### src/rtl/keypad_pkg.sv
// keypad_pkg: shared types and helpers for the 4x4 keypad scanner.
// Scan-result encoding, debounce states and matrix geometry.
package keypad_pkg;

  localparam int KEY_W = 4;
  localparam int ROWS  = 4;
  localparam int COLS  = 4;

  typedef logic [KEY_W-1:0] key_t;

  typedef enum logic [1:0] {
    RELEASED,
    PRESS_CAND,
    PRESSED,
    REL_CAND
  } db_state_t;

  typedef enum logic [1:0] {
    NONE,
    ONE,
    MULTI
  } scan_res_t;

  // 0, 1 or 2 (two or more) low columns
  function automatic logic [1:0] hits(input logic [COLS-1:0] col_n);
    logic [1:0] n;
    n = 2'd0;
    for (int i = 0; i < COLS; i++)
      if (!col_n[i] && n != 2'd2)
        n = n + 2'd1;
    return n;
  endfunction

  function automatic logic [1:0] col_idx(input logic [COLS-1:0] col_n);
    logic [1:0] c;
    c = 2'd0;
    for (int i = COLS - 1; i >= 0; i--)
      if (!col_n[i])
        c = 2'(i);
    return c;
  endfunction

endpackage

### src/rtl/keypad_if.sv
// keypad_if: debounced key handshake between scanner and consumer.
// master = scanner side, slave = time-setting controller side.
interface keypad_if;
  import keypad_pkg::*;

  key_t key_code;
  logic key_valid;
  logic key_ack;
  logic key_held;
  logic overrun;

  modport master (
    output key_code, key_valid, key_held, overrun,
    input  key_ack
  );

  modport slave (
    input  key_code, key_valid, key_held, overrun,
    output key_ack
  );

endinterface

### src/rtl/keypad_debounce.sv
// keypad_debounce: per-scan press/release debounce FSM.
// KEYPAD_REPEAT_EN adds auto-repeat events while a key stays held.
module keypad_debounce
  import keypad_pkg::*;
#(
  parameter int DEBOUNCE_SCANS = 4,
  parameter int REPEAT_SCANS   = 100
) (
  input  logic      clk,
  input  logic      rst,
  input  logic      scan_end,
  input  scan_res_t res,
  input  key_t      code,
  output logic      evt,
  output key_t      cand,
  output logic      key_held
);

  localparam int DW = $clog2(DEBOUNCE_SCANS + 1);
  localparam logic [DW-1:0] DB_LAST = DW'(DEBOUNCE_SCANS);
  localparam bit FAST = (DEBOUNCE_SCANS == 1);

  db_state_t     state;
  logic [DW-1:0] cnt;
  logic [DW-1:0] cnt_inc;

  assign cnt_inc = cnt + DW'(1);

`ifdef KEYPAD_REPEAT_EN
  localparam int RW = $clog2(REPEAT_SCANS + 1);
  localparam logic [RW-1:0] REP_LAST = RW'(REPEAT_SCANS);

  logic [RW-1:0] rep;
  logic [RW-1:0] rep_inc;

  assign rep_inc = rep + RW'(1);
`else
  logic unused_rep;
  assign unused_rep = ^REPEAT_SCANS;
`endif

  always_ff @(posedge clk or posedge rst) begin
    if (rst) begin
      state    <= RELEASED;
      cnt      <= '0;
      cand     <= '0;
      evt      <= 1'b0;
      key_held <= 1'b0;
`ifdef KEYPAD_REPEAT_EN
      rep      <= '0;
`endif
    end else begin
      evt <= 1'b0;
      if (scan_end) begin
        unique case (state)
          RELEASED: begin
            if (res == ONE) begin
              cand <= code;
              cnt  <= DW'(1);
              if (FAST) begin
                state    <= PRESSED;
                key_held <= 1'b1;
                evt      <= 1'b1;
`ifdef KEYPAD_REPEAT_EN
                rep      <= '0;
`endif
              end else begin
                state <= PRESS_CAND;
              end
            end
          end
          PRESS_CAND: begin
            if (res == ONE && code == cand) begin
              if (cnt_inc == DB_LAST) begin
                state    <= PRESSED;
                key_held <= 1'b1;
                evt      <= 1'b1;
                cnt      <= '0;
`ifdef KEYPAD_REPEAT_EN
                rep      <= '0;
`endif
              end else begin
                cnt <= cnt_inc;
              end
            end else if (res == ONE) begin
              cand <= code;
              cnt  <= DW'(1);
            end else begin
              state <= RELEASED;
              cnt   <= '0;
            end
          end
          PRESSED: begin
            // a different single key while held is treated as noise
            if (res == NONE) begin
              if (FAST) begin
                state    <= RELEASED;
                key_held <= 1'b0;
                cnt      <= '0;
              end else begin
                state <= REL_CAND;
                cnt   <= DW'(1);
              end
            end
          end
          REL_CAND: begin
            if (res == NONE) begin
              if (cnt_inc == DB_LAST) begin
                state    <= RELEASED;
                key_held <= 1'b0;
                cnt      <= '0;
              end else begin
                cnt <= cnt_inc;
              end
            end else begin
              state <= PRESSED;
              cnt   <= '0;
            end
          end
        endcase
`ifdef KEYPAD_REPEAT_EN
        if (state == PRESSED || state == REL_CAND) begin
          if (rep_inc == REP_LAST) begin
            rep <= '0;
            evt <= 1'b1;
          end else begin
            rep <= rep_inc;
          end
        end
`endif
      end
    end
  end

endmodule

### src/rtl/keypad_scan.sv
// keypad_scan: 4x4 active-low keypad scanner with debounce and valid/ack.
// Optional auto-repeat is enabled by defining KEYPAD_REPEAT_EN.
module keypad_scan
  import keypad_pkg::*;
#(
  parameter int SCAN_PERIOD    = 250000,
  parameter int DEBOUNCE_SCANS = 4,
  parameter int REPEAT_SCANS   = 100
) (
  input  logic            clk,
  input  logic            rst,
  output logic [ROWS-1:0] row_out,
  input  logic [COLS-1:0] col_in,
  keypad_if.master        kp
);

  localparam int SW = $clog2(SCAN_PERIOD + 1);
  localparam logic [SW-1:0] SLOT_LAST = SW'(SCAN_PERIOD - 1);

  logic [SW-1:0]   slot;
  logic [1:0]      row;
  logic [COLS-1:0] sync1;
  logic [COLS-1:0] sync2;
  logic [1:0]      acc_n;
  key_t            acc_code;

  logic            slot_end;
  logic            scan_end;
  logic [1:0]      row_n;
  logic [2:0]      sum;
  logic [1:0]      tot_n;
  key_t            res_code;
  scan_res_t       res;

  logic            evt;
  key_t            cand;

  assign row_out  = ~(ROWS'(1) << row);
  assign slot_end = (slot == SLOT_LAST);
  assign scan_end = slot_end && (row == 2'd3);

  // fold this row's sample into the hits seen so far in the scan
  always_comb begin
    row_n    = hits(sync2);
    sum      = {1'b0, acc_n} + {1'b0, row_n};
    tot_n    = row_n;
    res_code = acc_code;
    res      = NONE;
    if (row != 2'd0)
      tot_n = (sum > 3'd2) ? 2'd2 : sum[1:0];
    if (row_n == 2'd1)
      res_code = {row, col_idx(sync2)};
    unique case (tot_n)
      2'd0:    res = NONE;
      2'd1:    res = ONE;
      default: res = MULTI;
    endcase
  end

  always_ff @(posedge clk or posedge rst) begin
    if (rst) begin
      slot     <= '0;
      row      <= 2'd0;
      sync1    <= '1;
      sync2    <= '1;
      acc_n    <= 2'd0;
      acc_code <= '0;
    end else begin
      sync1 <= col_in;
      sync2 <= sync1;
      if (slot_end) begin
        slot     <= '0;
        row      <= row + 2'd1;
        acc_n    <= tot_n;
        acc_code <= res_code;
      end else begin
        slot <= slot + SW'(1);
      end
    end
  end

  keypad_debounce #(
    .DEBOUNCE_SCANS (DEBOUNCE_SCANS),
    .REPEAT_SCANS   (REPEAT_SCANS)
  ) u_debounce (
    .clk      (clk),
    .rst      (rst),
    .scan_end (scan_end),
    .res      (res),
    .code     (res_code),
    .evt      (evt),
    .cand     (cand),
    .key_held (kp.key_held)
  );

  always_ff @(posedge clk or posedge rst) begin
    if (rst) begin
      kp.key_code  <= '0;
      kp.key_valid <= 1'b0;
      kp.overrun   <= 1'b0;
    end else if (evt) begin
      if (!kp.key_valid || kp.key_ack) begin
        kp.key_code  <= cand;
        kp.key_valid <= 1'b1;
      end else begin
        kp.overrun <= 1'b1;
      end
    end else if (kp.key_ack && kp.key_valid) begin
      kp.key_valid <= 1'b0;
      kp.overrun   <= 1'b0;
    end
  end

endmodule

### src/flat_wrapper.sv
// flat-port wrapper written by rule: the top's interface ports become plain ports
module keypad_scan_flat import keypad_pkg::*;
#(
  parameter int SCAN_PERIOD    = 250000,
  parameter int DEBOUNCE_SCANS = 4,
  parameter int REPEAT_SCANS   = 100
)
  (clk, rst, row_out, col_in, kp_key_code, kp_key_valid, kp_key_held, kp_overrun, kp_key_ack);
  keypad_if kp_i ();
  input  logic clk;
  input  logic rst;
  output logic [ROWS-1:0] row_out;
  input  logic [COLS-1:0] col_in;
  output wire logic [$bits(kp_i.key_code)-1:0] kp_key_code;
  output wire logic [$bits(kp_i.key_valid)-1:0] kp_key_valid;
  output wire logic [$bits(kp_i.key_held)-1:0] kp_key_held;
  output wire logic [$bits(kp_i.overrun)-1:0] kp_overrun;
  input wire logic [$bits(kp_i.key_ack)-1:0] kp_key_ack;
  assign kp_key_code = kp_i.key_code;
  assign kp_key_valid = kp_i.key_valid;
  assign kp_key_held = kp_i.key_held;
  assign kp_overrun = kp_i.overrun;
  assign kp_i.key_ack = kp_key_ack;
  keypad_scan #(.SCAN_PERIOD(SCAN_PERIOD), .DEBOUNCE_SCANS(DEBOUNCE_SCANS), .REPEAT_SCANS(REPEAT_SCANS)) u_core (.clk(clk), .rst(rst), .row_out(row_out), .col_in(col_in), .kp(kp_i));
endmodule
### config.mk
export PLATFORM = sky130hd
export DESIGN_NAME = keypad_scan_flat
export DESIGN_NICKNAME = d
export VERILOG_FILES = /design/src/rtl/keypad_pkg.sv /design/src/rtl/keypad_if.sv /design/src/rtl/keypad_debounce.sv /design/src/rtl/keypad_scan.sv /design/src/flat_wrapper.sv
export SDC_FILE = /design/constraint.sdc
export NUM_CORES = 1
export LEC_CHECK = 0
export ABC_CLOCK_PERIOD_IN_PS = 6250
export CAP_MARGIN = 20
export CORE_ASPECT_RATIO = 1.2
export CORE_MARGIN = 2
export CORE_UTILIZATION = 60
export DETAILED_ROUTE_END_ITERATION = 10
export GPL_ROUTABILITY_DRIVEN = 0
export PLACE_DENSITY = 0.81
export REMOVE_ABC_BUFFERS = 1
export SLEW_MARGIN = 20
export SYNTH_ARGS = -nofsm -noshare
export SYNTH_HDL_FRONTEND = slang
export SYNTH_SLANG_ARGS = --single-unit
### constraint.sdc
create_clock -name clk -period 6.25 [get_ports clk]
set_input_delay 0.625 -clock clk [delete_from_list [all_inputs] [get_ports clk]]
set_output_delay 0.625 -clock clk [all_outputs]
set_load 0.01 [all_outputs]
-- After elaboration in Yosys (flattened, before gate mapping)
Index checks and enable logic that the tools add are counted.
W data, S select, Z words.
- flip-flop bits (word level): 51
- bits of input ports: 7
- output and inout bits: 11
- word-level logic and storage cells: 119
- add/subtract/negate cells: 7
- order comparisons: 1
- equal/unequal tests: 25
- shifts and indexed selects: 1
- muxes and demuxes: 45
- bitwise gates (word level): 1
- reduce and logical (&&, ||, !) cells: 25
- operators with widths (operator ; count):
    $mux W2 ; 16
    $ne A2 B2 Y1 const B ; 11
    $add A18 B1 Y18 const B ; 1
    $eq A18 B18 Y1 const B ; 1
    $mux W18 ; 1
    $mux W1 ; 15
    $mux W3 ; 5
    $mux W4 ; 3
    $pmux W3 S4 ; 1
    $reduce_and A6 Y1 ; 2
    $ne A3 B3 Y1 const B ; 3
    $add A2 B1 Y2 const B ; 4
    $eq A2 B1 Y1 const B ; 4
    $pmux W2 S4 ; 1
    $pmux W4 S2 ; 1
    $reduce_bool A2 Y1 ; 4
    $eq A2 B2 Y1 const B ; 3
    $logic_and A1 B1 Y1 ; 6
    $logic_not A2 Y1 ; 3
    $reduce_and A2 Y1 ; 3
    $reduce_and A3 Y1 ; 2
    $eq A4 B4 Y1 ; 1
    $logic_not A1 Y1 ; 4
    $not A4 Y4 ; 1
    other kinds (9) ; 9

-- Logic depth before layout (Yosys ltp)
- depth after elaboration: 21
- depth in mapped cells: 17
- mapped depth without buffers: 17

-- By module
From an unflattened synthesis, not the netlist that was laid out.
- cells, all modules: 231
- area, all modules: 2660.1 um^2
- modules (own cells, without submodules) (module ; instances ; cells each ; area an instance (um^2) ; seq. area each (um^2)):
    keypad_scan ; 1 ; 169 ; 1959.4 ; 1011.0
    keypad_debounce ; 1 ; 62 ; 700.7 ; 275.3

-- Worst setup path after synthesis
No wires, ideal clock.
- kind: flip-flop to flip-flop
- from: reg u_core.sync2[0]
- to: reg u_core.u_debounce.cand[0]
- setup time: 0.128 ns
- arrival: 3.975 ns
- required time: 6.122 ns
- path slack: 2.147 ns
- stages on the path, launching flop included: 18
- buffers on the path: 0
- clock period less this slack: 4.103 ns
- path through: dfstp_2 inv_1 ha_1 o21a_1 or2_2 ha_1 nor2_1 xnor3_1 ha_1 inv_1 fa_1 nand2_1 nor3b_1 a21oi_1 nor2_1 nand3_1 o21ai_2 mux2_1
- longest elaborated chain between the ends: 20
- elaborated cells on any way between the ends: 31
- those cells by class: add/sub (4); order compare (1); eq/ne (8); mux (12); reduce/logical (6)
- RTL lines (what ; line ; RTL):
    start, declared ; keypad_scan.sv:23 ; logic [COLS-1:0] sync2;
    start signal, assigned ; keypad_scan.sv:70 ; sync2 <= sync1;
    parallel branches: the longest is 20 deep, another holds $add A2 B2 Y3 ; - ;
    end signal, assigned ; keypad_debounce.sv:58 ; cand <= code;
    end signal, assigned ; keypad_debounce.sv:86 ; cand <= code;
    end, declared ; keypad_debounce.sv:15 ; output key_t cand,
Several ways; the timed one is not identified. The select of a mux whose other input is x is not followed.
A chain may end at the register's enable or synchronous reset.

-- Worst setup path in the final report
Same ends and word-level chain as after synthesis.

==> results_dict.tcl <==
set metrics [dict create \
    outcome "complete, no violations" \
    ys_ff_latch 51 \
    fillers 323 \
    final_cells 342 \
    seqCellArea_sq_mm 0.00129 \
    drv_slew 0 \
    worstSetupPathType "reg2reg" \
    mostFrequentLayoutCell "dfrtp_1" \
    post_cts_buffers 0 \
    switchingPower_mw 0.152 \
    clock_sinks 51 \
    cts_buffers 5 \
    placedCellCount 334 \
    routed_wl_um 4860 \
    grt_overflow 0 \
    portBuffers 17 \
    cts_max_level 2 \
    syn_to_final_growth_pct 12.1 \
    layout_common_cells "dfrtp_1 (43), nand2_1 (25), nor2_1 (22)" \
    maxCapViolations 0 \
    finalClockSkew_ns 0.00824 \
    nNetsFinal 306 \
    finalSetupViolCount 0 \
    critPathMaxStageDelay_ns 0.55 \
    synth_edf_count 0 \
    grtUsageTotal_pct 21.7 \
    power.leakage_nw 1.31 \
    clockBufferDepth 2 \
    crit_chain "inv_1, ha_1, nor3_1, nor2_1, ha_1, nor2_1, xnor3_1, ha_1, inv_1, fa_1, nand2_1, nor3b_1, a21oi_1, nor2_1, nand3_1, o21ai_2, mux2_1" \
    n_antenna_cell 0 \
    initial_utilization_pct 62.6 \
    viasPerCell 5.68 \
    clkPwrFrac_pct 31.7 \
    crit_cells 17 \
    powerDensity_mw_per_mm2 197 \
    grt_pass1_wl_um 8400 \
    antenna_left 0 \
    synthFlopType "dfrtp_1" \
    max_slew.worst_pin.slew_ns 1.06 \
    grt_pass1_vias 1965 \
    grt_antenna_before_repair 0 \
    power.share.combinational_pct 11.4 \
    cp_data_arrival_time_ns 4.81 \
    via_count 1942 \
    slew_headroom_pct 27.3 \
    root_buffer "clkbuf_8" \
    hp-class "reg2reg" \
    syn_avg_cell_area_sq_um 10.1 \
    wl_per_cell_um 14.2 \
    grt_start_max_net_pins 52 \
    core-area_sq_mm 0.00426 \
    cp_top_family "simple AND/OR/NAND/NOR gates" \
    rows 26 \
    drt-initial-drc-count 169 \
    cp_num_buf_inv 2 \
    fin_util_pct 70.2 \
    yosys.cell_types.count 51 \
    clock_latency_ns 0.31 \
    fmax_mhz 217 \
    firstDrtPassIters 4 \
    end_kind "flop" \
    die_x_um 64.9 \
    tns_ns 0 \
    syn_inst 263 \
    layout-drive-gt1-share_pct 10.5 \
    multiInputGateArea_sq_mm 0.00129 \
    pwr-share-seq_pct 57.0 \
    dp_hpwl_um 3630 \
    period_minus_slack_ns 4.61 \
    synth_area_sq_mm 0.00267 \
    p_int_mw 0.439 \
    cp_max_fo 7 \
    switching_share_pct 25.8 \
    crit_path_top_delay_cell "dfstp_2" \
    die_h_um 77.1 \
    post_cts_resized 0 \
    holdPathStages 0 \
    ctsHoldBuffers 0 \
    post-route-period-util_pct 73.8 \
    seq_area_frac_synth_pct 48.2 \
    remaining_drc_errors 0 \
    clk_pin_slew_ns 0.09 \
    cp.required_ns 6.45 \
    final_hold_viol_count 0 \
    vdd_drop_max_uv 157 \
    die_area_sq_mm 0.00500 \
    io_pins 18 \
    async_flop_share_pct 100 \
    cts_tree "yes" \
    rsz0062_at_grt "no" \
    reg2reg_depth 17 \
    startpoint_type "flop" \
    yosys_warnings 0 \
]
[per-layer routing]
layer | track usage (%) | up-vias | share of wire (%)
met5 | 0 | - | 0
met4 | 9.36 | 0 | 2.1
met3 | 4.84 | 10 | 2.9
met2 | 38.6 | 29 | 53
met1 | 24.4 | 927 | 42
li1 | - | 976 | -
[cell usage after synthesis (2+ instances only)]
library cell  count  area [sq um]
nand4_1           5          31.3
nand3_1          12          60.1
a2111oi_0         3          26.3
a31o_2            2          17.5
and2_1            2          12.5
nand2b_1          3          18.8
xor2_1            7          61.3
dfstp_2           8           210
a21oi_1           8          40.0
dfrtp_1          43          1080
nor4b_1           2          17.5
mux2_1            3          33.8
ha_1             13           163
a21o_1            2          15.0
nand2_1          25          93.8
a221oi_1          2          17.5
nor3_1            7          35.0
o21a_1            4          30.0
o21ai_0          17          85.1
o31ai_1           3          22.5
nor4_2            2          25.0
nor2b_1           2          12.5
xnor2_1          11          96.3
nor2_1           22          82.6
or3_1             4          25.0
a2111o_1          2          22.5
mux2_2            4          45.0
and3_1            3          18.8
inv_1            20          75.1
[kinds of logic after synthesis]
family / share of synthesized area, %
AO/OA/AOI/OAI: 13.2
flip-flops: 48.2
AND/OR/NAND/NOR: 18.4
adder cells (fa/ha/maj): 6.84
buffers and inverters: 3.28
multiplexers: 3.33
XOR/XNOR: 6.75
[sequential cells by signal (all words and copies together), names as in the netlist, 3 cells and up]
name,cells
u_core.sync1,4
u_core.slot,18
u_core.kp.key_code,4
u_core.u_debounce.cand,4
u_core.u_debounce.cnt,3
u_core.acc_code,4
u_core.sync2,4
[per-stage QoR]
step / hold WS [ns] / instance area (sq um) / worst slack, ns / total power, mW
final: 0.359 / 2990 / 1.64 / 0.591
after global routing: 0.364 / 2990 / 1.34 / 0.617
after CTS: 0.360 / 2990 / 1.63 / 0.594
after detailed placement: 0.347 / 2900 / 1.66 / 0.410
after global placement: 0.346 / 2900 / 1.89 / 0.407
after floorplan: 0.345 / 2660 / 2.15 / 0.392
[cell type report]
class	instances	area share, %
clock buffers	5	2.30
inverters	20	2.55
well taps	56	2.34
flip-flops and latches	51	43.0
clock inverters	3	0.627
repair buffers	18	5.94
multi-input cells	189	43.3
[power groups by stage]
stage / registers [mW] / logic (mW) / clock network [mW]
2_1_floorplan: 0.342 / 0.0499 / 0
3_3_place_gp: 0.343 / 0.0643 / 0
3_5_place_dp: 0.343 / 0.0670 / 0
4_1_cts: 0.337 / 0.0667 / 0.191
5_1_grt: 0.337 / 0.0743 / 0.206
6_report: 0.337 / 0.0672 / 0.187
[path summary, 6_finish.rpt]
kind / slack (ns) / startpoint / to
setup / recovery: 1.64 / u_core.sync2[0] / u_core.u_debounce.cand[0]
hold / removal: 0.36 / u_core.sync1[1] / u_core.sync2[1]
setup reg to reg: 1.64 / u_core.sync2[0] / u_core.u_debounce.cand[0]
hold reg to reg: 0.36 / u_core.sync1[1] / u_core.sync2[1]
max in group asynchronous: 4.98 / rst / u_core.u_debounce.state[1]
min in group asynchronous: 0.78 / rst / u_core.slot[12]
(Power assumes the default switching activity.)
